<file path="src/rtl/sram_fifo_rd_ctrl.sv">
`default_nettype none
// ============================================================================
// Module      : sram_fifo_rd_ctrl
// Description : Burst read controller for an sram_fifo. Pops at most one word
//               every two cycles so the fifo can refill its head from SRAM,
//               buffers words in a 2-entry {last,data} queue and presents
//               them as a valid/ready stream with a last-word flag.
//               Optional macro SRAM_FIFO_RD_STALL_CNT_EN adds the stall_cnt
//               output, which counts POP cycles spent waiting on an empty fifo.
// Revision    : 1.0 - initial release
// ============================================================================
module sram_fifo_rd_ctrl #(
  parameter int DATA_W = 32,
  parameter int LEN_W  = 8
) (
  input  logic              clk,
  input  logic              rst,
  input  logic              start,
  input  logic [LEN_W-1:0]  burst_len,
  output logic              busy,
  output logic              done,
  input  logic              fifo_empty,
  input  logic [DATA_W-1:0] fifo_rd_data,
  output logic              fifo_rd_req,
  output logic [DATA_W-1:0] out_data,
  output logic              out_valid,
  output logic              out_last,
  input  logic              out_ready
`ifdef SRAM_FIFO_RD_STALL_CNT_EN
  ,
  output logic [15:0]       stall_cnt
`endif
);

  typedef enum logic [2:0] {
    S_IDLE  = 3'd0,
    S_POP   = 3'd1,
    S_GAP   = 3'd2,
    S_DRAIN = 3'd3,
    S_DONE  = 3'd4
  } state_t;

  state_t             state_q;
  logic [LEN_W-1:0]   remaining_q;
  logic               busy_q;
  logic               done_q;

  // Output queue storage: two entries addressed by 1-bit pointers.
  logic [DATA_W-1:0]  q_data_q [2];
  logic               q_last_q [2];
  logic               q_rd_ptr_q;
  logic               q_wr_ptr_q;
  logic [1:0]         q_cnt_q;
  logic [1:0]         q_cnt_d;

  logic               push;
  logic               pop;
  logic               start_acc;

  // A start only counts in IDLE; busy and the DONE cycle both ignore it.
  assign start_acc = (state_q == S_IDLE) && start;

  // Pop only when a word is there, the queue has room and words are still owed.
  assign fifo_rd_req = (state_q == S_POP) && !fifo_empty &&
                       (q_cnt_q < 2'd2) && (remaining_q != '0);

  assign push      = fifo_rd_req;
  assign pop       = out_valid && out_ready;

  assign out_valid = (q_cnt_q != 2'd0);
  assign out_data  = q_data_q[q_rd_ptr_q];
  assign out_last  = q_last_q[q_rd_ptr_q];

  assign busy      = busy_q;
  assign done      = done_q;

  // Next queue occupancy; simultaneous push and pop leave it unchanged.
  always_comb begin
    q_cnt_d = q_cnt_q;
    case ({push, pop})
      2'b10:   q_cnt_d = q_cnt_q + 2'd1;
      2'b01:   q_cnt_d = q_cnt_q - 2'd1;
      default: q_cnt_d = q_cnt_q;
    endcase
  end

  // Burst sequencing with registered busy/done flags.
  always_ff @(posedge clk) begin
    if (rst) begin
      state_q     <= S_IDLE;
      remaining_q <= '0;
      busy_q      <= 1'b0;
      done_q      <= 1'b0;
    end else begin
      case (state_q)
        S_IDLE: begin
          if (start_acc) begin
            if (burst_len != '0) begin
              remaining_q <= burst_len;
              busy_q      <= 1'b1;
              state_q     <= S_POP;
            end else begin
              done_q      <= 1'b1;
              state_q     <= S_DONE;
            end
          end
        end
        S_POP: begin
          if (fifo_rd_req) begin
            remaining_q <= remaining_q - 1'b1;
            state_q     <= S_GAP;
          end
        end
        S_GAP: begin
          // Bubble cycle while the fifo reloads its head word.
          if (remaining_q == '0) begin
            state_q <= S_DRAIN;
          end else begin
            state_q <= S_POP;
          end
        end
        S_DRAIN: begin
          if (q_cnt_q == 2'd0) begin
            busy_q  <= 1'b0;
            done_q  <= 1'b1;
            state_q <= S_DONE;
          end
        end
        S_DONE: begin
          done_q  <= 1'b0;
          state_q <= S_IDLE;
        end
        default: begin
          busy_q  <= 1'b0;
          done_q  <= 1'b0;
          state_q <= S_IDLE;
        end
      endcase
    end
  end

  // Output queue: write at the tail on a pop strobe, advance head on transfer.
  always_ff @(posedge clk) begin
    if (rst) begin
      q_data_q[0] <= '0;
      q_data_q[1] <= '0;
      q_last_q[0] <= 1'b0;
      q_last_q[1] <= 1'b0;
      q_rd_ptr_q  <= 1'b0;
      q_wr_ptr_q  <= 1'b0;
      q_cnt_q     <= 2'd0;
    end else begin
      if (push) begin
        q_data_q[q_wr_ptr_q] <= fifo_rd_data;
        q_last_q[q_wr_ptr_q] <= (remaining_q == {{(LEN_W-1){1'b0}}, 1'b1});
        q_wr_ptr_q           <= ~q_wr_ptr_q;
      end
      if (pop) begin
        q_rd_ptr_q <= ~q_rd_ptr_q;
      end
      q_cnt_q <= q_cnt_d;
    end
  end

`ifdef SRAM_FIFO_RD_STALL_CNT_EN
  logic [15:0] stall_cnt_q;

  assign stall_cnt = stall_cnt_q;

  // Saturating count of POP cycles blocked by an empty fifo; held after done.
  always_ff @(posedge clk) begin
    if (rst || start_acc) begin
      stall_cnt_q <= 16'h0000;
    end else if ((state_q == S_POP) && fifo_empty && (stall_cnt_q != 16'hFFFF)) begin
      stall_cnt_q <= stall_cnt_q + 16'h0001;
    end
  end
`endif

endmodule
`default_nettype wire

</file>
<file path="config.mk">
export PLATFORM = sky130hd
export DESIGN_NAME = sram_fifo_rd_ctrl
export DESIGN_NICKNAME = d
export VERILOG_FILES = /design/src/rtl/sram_fifo_rd_ctrl.sv
export SDC_FILE = /design/constraint.sdc
export NUM_CORES = 1
export LEC_CHECK = 0
export CAP_MARGIN = 40
export CORE_ASPECT_RATIO = 0.7
export CORE_UTILIZATION = 56
export CTS_BUF_LIST = sky130_fd_sc_hd__clkbuf_8
export CTS_CLUSTER_SIZE = 40
export DETAILED_ROUTE_END_ITERATION = 10
export GPL_TIMING_DRIVEN = 0
export PLACE_DENSITY = 0.87
export SYNTH_ARGS = -nofsm -noshare
export SYNTH_HDL_FRONTEND = slang
export SYNTH_SLANG_ARGS = --single-unit
</file>
<file path="constraint.sdc">
create_clock -name clk -period 7.8 [get_ports clk]
set_input_delay 1.56 -clock clk [delete_from_list [all_inputs] [get_ports clk]]
set_output_delay 1.56 -clock clk [all_outputs]
set_load 0.05 [all_outputs]
</file>
======== Word level (Yosys, flattened, before mapping) ========
Memory sizes are Yosys's and may differ from the RTL's. A register that Yosys moved wholly into a read port is not among the register bits.
Cells that the tools add are included.
operators by class
  add/subtract/negate cells ............... 3
  $mul .................................... 0
  divide/modulo/power cells ............... 0
  order comparisons ....................... 1
  eq/ne operators ......................... 12
  shifts and indexed selects .............. 0
  muxes and demuxes ....................... 34
  bitwise operators ....................... 4
  reduce and logical (&&, ||, !) cells .... 22
operators with widths
  cell                   count
  $mux W32               1
  $reduce_or A32 Y1      1
  $mux W8                3
  $mux W1                20
  $pmux W8 S2            1
  $reduce_bool A8 Y1     2
  $mux W3                4
  $pmux W3 S4            1
  $reduce_and A4 Y1      3
  $eq A8 B1 Y1 const B   1
  $logic_not A8 Y1       1
  $ne A2 B2 Y1 const B   4
  $sub A8 B1 Y8 const B  1
  $eq A3 B2 Y1 const B   2
  $pmux W1 S3            2
  $reduce_bool A2 Y1     3
  $logic_and A1 B1 Y1    5
  $not A1 Y1             4
  $pmux W2 S2            1
  $eq A3 B1 Y1 const B   1
  $eq A3 B3 Y1 const B   1
  $logic_not A3 Y1       1
  $reduce_and A3 Y1      1
  $reduce_or A3 Y1       1
  other kinds (11)       11
word-level totals
  register bits after elaboration ......... 17
  bits in latches ......................... 0
  RAM bits ................................ 66
  ROM bits ................................ 0
  output and inout bits ................... 37
  word-level logic and storage cells ...... 85
  memories kept ........................... 2
memories
  name      words  width  read ports  clocked after Yosys merged registers in  write ports  line  text
  q_data_q  2      32     1           1                                        2            49    logic [DATA_W-1:0] q_data_q [2];
  q_last_q  2      1      1           1                                        2            50    logic q_last_q [2];

======== Logic depth before layout (Yosys ltp) ========
Gate-level depths: netlist of the first run.
  depth in word-level cells ............... 9
  gate-level depth with buffers ........... 9
  mapped depth without buffers ............ 8

======== Least setup slack after synthesis of the first run ========
OpenSTA, ideal clock, no wires.
  path kind ............................... input -> register
  start point ............................. in fifo_empty
  end point ............................... mem q_data_q[0][0] (enable)
  setup time .............................. 0.430 ns
  arrival time ............................ 3.867 ns
  setup slack ............................. 3.503 ns
  cell stages on the path ................. 4
  cell sequence ........................... or3_1 or2_1 buf_6 o21bai_1
RTL lines
  what         line  text
  from (decl)  22    input logic fifo_empty,
  to (decl)    49

======== Final worst setup path of the first run ========
  start point ............................. in fifo_empty
  end point ............................... out fifo_rd_req
on the way
  word-level cells in the longest chain between the ends .. 4
RTL lines
  what                              line  text
  $logic_not A1 Y1                  64    assign fifo_rd_req = (state_q == S_POP) && !fifo_empty &&
  $logic_and A1 B1 Y1 (2 in a row)  64
  $logic_and A1 B1 Y1               65    (q_cnt_q < 2'd2) && (remaining_q != '0);
  to (decl)                         24    output logic fifo_rd_req,
Every way passes these cells.

==> results of run 1 <==
-- cell usage after synthesis, types with 3 or more instances --
| master | count |
|---|---|
| nand2_1 | 12 |
| dfxtp_1 | 18 |
| nand3_1 | 6 |
| nor2_1 | 15 |
| and3_1 | 3 |
| a21oi_1 | 16 |
| and2_1 | 65 |
| mux2_2 | 33 |
| a221oi_1 | 3 |
| or3_1 | 6 |
| clkbuf_1 | 13 |
| ha_1 | 3 |
| clkbuf_2 | 3 |
| inv_1 | 8 |
| o21ai_0 | 13 |
| edfxtp_1 | 66 |
| nor3_1 | 3 |
| xor2_1 | 3 |
-- worst min path at each step --
stage,startpoint,end,slack (ns),cells after the start
floorplan,remaining_q[4]$_SDFFE_PP0P_,remaining_q[4]$_SDFFE_PP0P_,0.45,2
global route,remaining_q[7]$_SDFFE_PP0P_,remaining_q[7]$_SDFFE_PP0P_,0.53,2
CTS,remaining_q[6]$_SDFFE_PP0P_,remaining_q[6]$_SDFFE_PP0P_,0.51,2
detailed placement,remaining_q[4]$_SDFFE_PP0P_,remaining_q[4]$_SDFFE_PP0P_,0.48,2
global placement,remaining_q[4]$_SDFFE_PP0P_,remaining_q[4]$_SDFFE_PP0P_,0.46,2
finish,remaining_q[6]$_SDFFE_PP0P_,remaining_q[6]$_SDFFE_PP0P_,0.50,2
-- cells by family (layout without fill, tap and decap cells) --
kind of cell,after synthesis,count (layout)
flops,84,84
simple gates,121,121
mux,33,33
xor+xnor,5,5
fa+ha+maj,3,3
buf+inv,26,124
compound gates,43,43
-- worst min-delay path, cell delays in order (launching register included) --
cell and delay, ns:
dfxtp_1 0.32, o21ai_0 0.08, a21oi_1 0.07
-- power groups by stage --
stage / logic (mW) / registers, mW / clock network [mW]
global route: 0.501 / 0.548 / 0.334
detailed placement: 0.470 / 0.555 / 0
CTS: 0.474 / 0.544 / 0.314
floorplan: 0.320 / 0.553 / 0
finish: 0.474 / 0.544 / 0.313
global placement: 0.459 / 0.552 / 0
-- final cells by class --
cell class | instances | share of cell area
sequential | 84 | 0.465
multi-input combinational | 205 | 0.283
timing repair buffer | 82 | 0.166
clock buffer | 9 | 0.0246
tap | 91 | 0.0226
buffer | 18 | 0.0171
clock inverter | 7 | 0.0152
inverter | 8 | 0.00596
-- per-stage QoR --
| step | hold slack, ns | utilization |
|---|---|---|
| 2_1_floorplan | 0.453 | - |
| 3_3_place_gp | 0.462 | 0.743 |
| 3_5_place_dp | 0.483 | 0.749 |
| 4_1_cts | 0.506 | 0.780 |
| 5_1_grt | 0.526 | 0.780 |
| 6_report | 0.502 | 0.780 |
-- layer usage --
| metal | track usage | part of all wire |
|---|---|---|
| met4 | 0.0725 | 0.015 |
| met5 | 0 | 0 |
| met1 | 0.299 | 0.43 |
| met2 | 0.403 | 0.49 |
| met3 | 0.0663 | 0.064 |
-- sequential cells by signal (all words and copies together) (netlist names), named ones only --
signal       count
q_data_q        64
remaining_q      8
state_q          3
q_cnt_q          2
q_last_q         2
busy             1
done             1
q_rd_ptr_q       1
q_wr_ptr_q       1
==> impl_metrics.tcl, run 1 <==
set metrics [dict create \
    fmax_ghz 0.194 \
    ff_latch_area_um2 2340 \
    crit_path_top_delay_cell "clkdlybuf4s50_1" \
    critPathBufInv 4 \
    fin_crit_ns 5.15 \
    synthAdderAreaFrac 0.00969 \
    path_clk_slew_ns 0.08 \
    cts_buffer_depth 2 \
    crit_arrival_ns 3.59 \
    grt_first_pass_wirelength_mm 12.7 \
    pre_cts_ws_ns 2.66 \
    p_per_area_nw_per_um2 264 \
    relSlewSlack 0.448 \
    cts_sinks 84 \
    cp_common_cell "clkdlybuf4s50_1" \
    r2r.worst_path.cells 7 \
    syn_area_per_cell_um2 12.3 \
    outcome "finished, final reports clean" \
    crit_start "fifo_empty" \
    die_area_um2 7260 \
    fin_area_um2 5040 \
    worstPathCellList "clkdlybuf4s50_1 -> or3_1 -> or2_1 -> buf_6 -> inv_1 -> clkdlybuf4s50_1" \
    crit_required_ns 6.24 \
    reg2reg_from "state_q[2]$_SDFFE_PP0P_" \
    pwr-share-clk 0.235 \
    instances_no_fill 504 \
    grt_antenna_before_repair 0 \
    p_comb_frac 0.356 \
    io_pins 82 \
    grt_usage 0.238 \
    initial_utilization 0.600 \
    syn-cell-area_um2 3870 \
    syn_to_final_growth_pct 30.0 \
    crit_family "buffers and inverters" \
    maxSlewViolCount 0 \
    first_global_vias 2662 \
    fp.dieW_um 101 \
    postCtsSetupBuffers 0 \
    cts_hold_buffers 0 \
    synth_mux_area_frac 0.0960 \
    numPortBuffers 81 \
    yosys_warnings 0 \
    first_pass_iters 4 \
    drive_gt1_frac 0.143 \
    crit_fanout 8 \
    synth_compound_gate_area_share 0.0649 \
    cts_root_buffer "clkbuf_8" \
    n_antenna_cell 0 \
    detailed_place_hpwl_mm 5.67 \
    synth_nets 363 \
    final_cell_mix "81 x clkdlybuf4s50_1, 66 x edfxtp_1, 65 x and2_1" \
    setup_viol 0 \
    yosysTopAreaCell "edfxtp_1" \
    die_h_um 71.6 \
    p_leak_nw 1.90 \
    worstSkewPairLatency_ns 0.35 \
    cell_internal_pwr_uw 856 \
    synthCells 315 \
    vias 2753 \
    power_switching_uw 475 \
    synth_xor_area_frac 0.0113 \
    synth_edf_count 66 \
    start_kind "primary input" \
    synth_top_area_share 0.512 \
    final-hold-violation-count 0 \
    cts-buffers-inserted 9 \
    switching_share 0.357 \
    multi_input_area_um2 1430 \
    vias_per_cell 5.46 \
    detail_route.wl_per_cell_um 16.3 \
    r2r-end "q_data_q[1][17]$_SDFFCE_PN0P_" \
    path_class "primary input to output port" \
    timing_worst_slew_pin_value_ns 0.827 \
    cts_repair_resize_count 0 \
    cts_max_level 3 \
    drt_iter0_drc 100 \
    final_antenna_net_count 0 \
    max_cap_violations 0 \
    drcViolationCount 0 \
    endpoint "fifo_rd_req" \
    power_frac_seq 0.409 \
    timing.final.crit_share 0.660 \
    end_kind "output port" \
    hp-class "register to register" \
    rsz0062_at_grt "no" \
    fill_cells 439 \
    ys_ff_latch 84 \
    regToRegSetupSlack_ns 4.83 \
    wl_mm 8.19 \
    cts_tree "done" \
    ys_top_cells_by_area "edfxtp_1 51%, and2_1 11%, mux2_2 9.6%" \
    irDropWorstVdd_mv 0.141 \
    rows 24 \
    synth-simple-area-share 0.183 \
    dpl.cell_count 488 \
    max_stage_delay_ns 0.79 \
    nNetsFinal 456 \
    grt-ovfl-total 0 \
    fin_skew_ns 0.00731 \
    place_area_um2 4840 \
    ys_seq_area_frac 0.605 \
    fin_total_pwr_mw 1.33 \
    gp_congestion 0.890 \
    synth_top_family_by_area "simple AND/OR/NAND/NOR gates" \
    grt_max_degree 34 \
    final_common_cell "clkdlybuf4s50_1" \
    setup_ws_ns 2.65 \
    synth_top_flop_cell "edfxtp_1" \
    coreArea_um2 6460 \
    final.setup.tns_ns 0 \
    async_flop_share 0 \
    ys_types 38 \
    worst-path-stages 6 \
]
No activity file was read; power rests on OpenSTA's default activity.
==> run 2: changes to the inputs <==
--- a/config.mk
+++ b/config.mk
@@ -7,12 +7,12 @@
 export LEC_CHECK = 0
 export CAP_MARGIN = 40
 export CORE_ASPECT_RATIO = 0.7
-export CORE_UTILIZATION = 56
+export CORE_UTILIZATION = 53
 export CTS_BUF_LIST = sky130_fd_sc_hd__clkbuf_8
 export CTS_CLUSTER_SIZE = 40
 export DETAILED_ROUTE_END_ITERATION = 10
 export GPL_TIMING_DRIVEN = 0
-export PLACE_DENSITY = 0.87
+export PLACE_DENSITY = 0.83
 export SYNTH_ARGS = -nofsm -noshare
 export SYNTH_HDL_FRONTEND = slang
 export SYNTH_SLANG_ARGS = --single-unit
==> constraint.sdc (replaced) <==
create_clock -name clk -period 5 [get_ports clk]
set_input_delay 1 -clock clk [delete_from_list [all_inputs] [get_ports clk]]
set_output_delay 1 -clock clk [all_outputs]
set_load 0.05 [all_outputs]
==> run 2 against run 1 <==
Net effect: final cell count grew 0.60%; sequential share of layout area increased by 0.21 points; critical endpoint unchanged; via count barely moved; first-iteration DRC count increased by 43%; critical path depth did not move; core utilization decreased by 5.5 points; setup slack lost 1.6 ns; non-clock buffer count is the same; hold slack lost 0.015 ns; global-route usage down 2.0 points; die area up 5.5%; register-to-register slack worse by 2.8 ns.
==> impl_metrics.tcl, run 2 (same netlist as run 1, synthesis figures left out) <==
set metrics [dict create \
    drcViolationCount 0 \
    crit_fanout 8 \
    path_clk_slew_ns 0.09 \
    r2r.worst_path.cells 7 \
    wl_mm 7.91 \
    hp-class "register to register" \
    timing_worst_slew_pin_value_ns 0.817 \
    setup_ws_ns 1.02 \
    max_stage_delay_ns 0.79 \
    p_per_area_nw_per_um2 404 \
    cts_max_level 3 \
    postCtsSetupBuffers 0 \
    detailed_place_hpwl_mm 5.48 \
    crit_arrival_ns 2.98 \
    pre_cts_ws_ns 1.00 \
    final-hold-violation-count 0 \
    coreArea_um2 6910 \
    outcome "finished, final reports clean" \
    setup_viol 0 \
    worstSkewPairLatency_ns 0.35 \
    cts_tree "done" \
    vias_per_cell 5.43 \
    end_kind "output port" \
    cts_hold_buffers 0 \
    max_cap_violations 0 \
    fin_crit_ns 3.98 \
    irDropWorstVdd_mv 0.178 \
    fin_worst_hold_slack_ns 0.487 \
    rows 25 \
    final_cell_mix "81 x clkdlybuf4s50_1, 66 x edfxtp_1, 65 x and2_1" \
    worstPathCellList "clkdlybuf4s50_1 -> or3_1 -> or2_1 -> buf_6 -> inv_1 -> clkdlybuf4s50_1" \
    fmax_ghz 0.251 \
    fill_cells 501 \
    timing.final.crit_share 0.797 \
    largest_reg_flops 64 \
    first_pass_iters 6 \
    n_antenna_cell 0 \
    cts_root_buffer "clkbuf_8" \
    maxSlewViolCount 0 \
    vias 2752 \
    relSlewSlack 0.455 \
    place_area_um2 4840 \
    top_regs "q_data_q: 64 flops, remaining_q: 8 flops, state_q: 3 flops" \
    fp.dieW_um 104 \
    detail_route.wl_per_cell_um 15.6 \
    gp_congestion 0.873 \
    cts_sinks 84 \
    initial_utilization 0.560 \
    holdPathEnd "remaining_q[4]$_SDFFE_PP0P_" \
    cp_common_cell "clkdlybuf4s50_1" \
    io_pins 82 \
    fin_total_pwr_mw 2.03 \
    min-delay-start "remaining_q[4]$_SDFFE_PP0P_" \
    cts_repair_resize_count 0 \
    hold_path_depth 2 \
    syn_to_final_growth_pct 29.5 \
    first_global_vias 2641 \
    fin_area_um2 5010 \
    cts-buffers-inserted 9 \
    grt_usage 0.217 \
    path_class "primary input to output port" \
    crit_path_top_delay_cell "clkdlybuf4s50_1" \
    p_leak_nw 1.89 \
    final_antenna_net_count 0 \
    grt_antenna_before_repair 0 \
    dpl.cell_count 491 \
    drive_gt1_frac 0.140 \
    regMostFlops "q_data_q" \
    drt_iter0_drc 143 \
    crit_required_ns 4.00 \
    rsz0062_at_grt "no" \
    grt-ovfl-total 0 \
    grt_first_pass_wirelength_mm 12.6 \
    grt_max_degree 34 \
    instances_no_fill 507 \
    cts_buffer_depth 2 \
    final_common_cell "clkdlybuf4s50_1" \
    nNetsFinal 456 \
    fin_skew_ns 0.00878 \
    regToRegSetupSlack_ns 2.02 \
    numPortBuffers 81 \
    start_kind "primary input" \
    r2r-end "q_data_q[1][24]$_SDFFCE_PN0P_" \
    reg2reg_from "state_q[2]$_SDFFE_PP0P_" \
    die_h_um 73.5 \
    die_area_um2 7660 \
]
-- run 2: worst max-delay path by stage --
stage	endpoint	slack (ns)	depth (start not counted)	startpoint
finish	fifo_rd_req	1.02	6	fifo_empty
detailed placement	fifo_rd_req	1.00	6	fifo_empty
global placement	q_data_q[0][18]$_SDFFCE_PN0P_	-0.02	5	fifo_empty
global route	fifo_rd_req	0.97	6	fifo_empty
floorplan	q_data_q[0][0]$_SDFFCE_PN0P_	1.26	4	fifo_empty
CTS	fifo_rd_req	1.01	6	fifo_empty
-- run 2: metrics by stage --
stage          utilization  setup TNS [ns]
2_1_floorplan            -               0
3_3_place_gp         0.694          -0.721
3_5_place_dp         0.700               0
4_1_cts              0.725               0
5_1_grt              0.725               0
6_report             0.725               0
-- run 2: power by group --
group / switching [mW] / internal [mW]
Combinational: 0.453 / 0.282
Sequential: 0.0303 / 0.819
Clock: 0.259 / 0.184
Total: 0.742 / 1.29
-- run 2: final cells by class --
class / count / area (um2) / area share
Buffer: 18 / 86.3 / 0.0172
Clock buffer: 9 / 124 / 0.0247
Clock inverter: 7 / 50.0 / 0.00998
Inverter: 8 / 30.0 / 0.00599
Multi-Input combinational cell: 205 / 1430 / 0.284
Sequential cell: 84 / 2340 / 0.467
Tap cell: 94 / 118 / 0.0235
Timing Repair Buffer: 82 / 838 / 0.167
-- run 2: routing by layer --
layer | GRT usage | part of all wire | vias up
met5 | 0 | 0 | -
met4 | 0.0667 | 0.0088 | 0
met3 | 0.0532 | 0.057 | 8
met2 | 0.364 | 0.49 | 95
met1 | 0.285 | 0.44 | 1342
li1 | - | - | 1307
-- run 2: critical path: cells and delay by family --
kind | cells | cell delay [ns]
buf+inv | 4 | 1.38
simple gates | 2 | 0.61
==> run 3: changes to the inputs <==
==> constraint.sdc (replaced) <==
create_clock -name clk -period 3.8 [get_ports clk]
set_input_delay 0.76 -clock clk [delete_from_list [all_inputs] [get_ports clk]]
set_output_delay 0.76 -clock clk [all_outputs]
set_load 0.05 [all_outputs]
==> results of run 3 <==
Same layout as run 2 (identical final DEF). Status: finished, final reports clean.
Among the figures that moved: setup slack after placement 1.00 ns -> 0.285 ns; setup slack after layout 1.02 ns -> 0.290 ns; start point of the critical path fifo_empty -> state_q[2]$_SDFFE_PP0P_; register-to-register setup slack 2.02 ns -> 0.82 ns; total power 2.03 mW -> 2.67 mW; worst IR drop on VDD 0.178 mV -> 0.234 mV
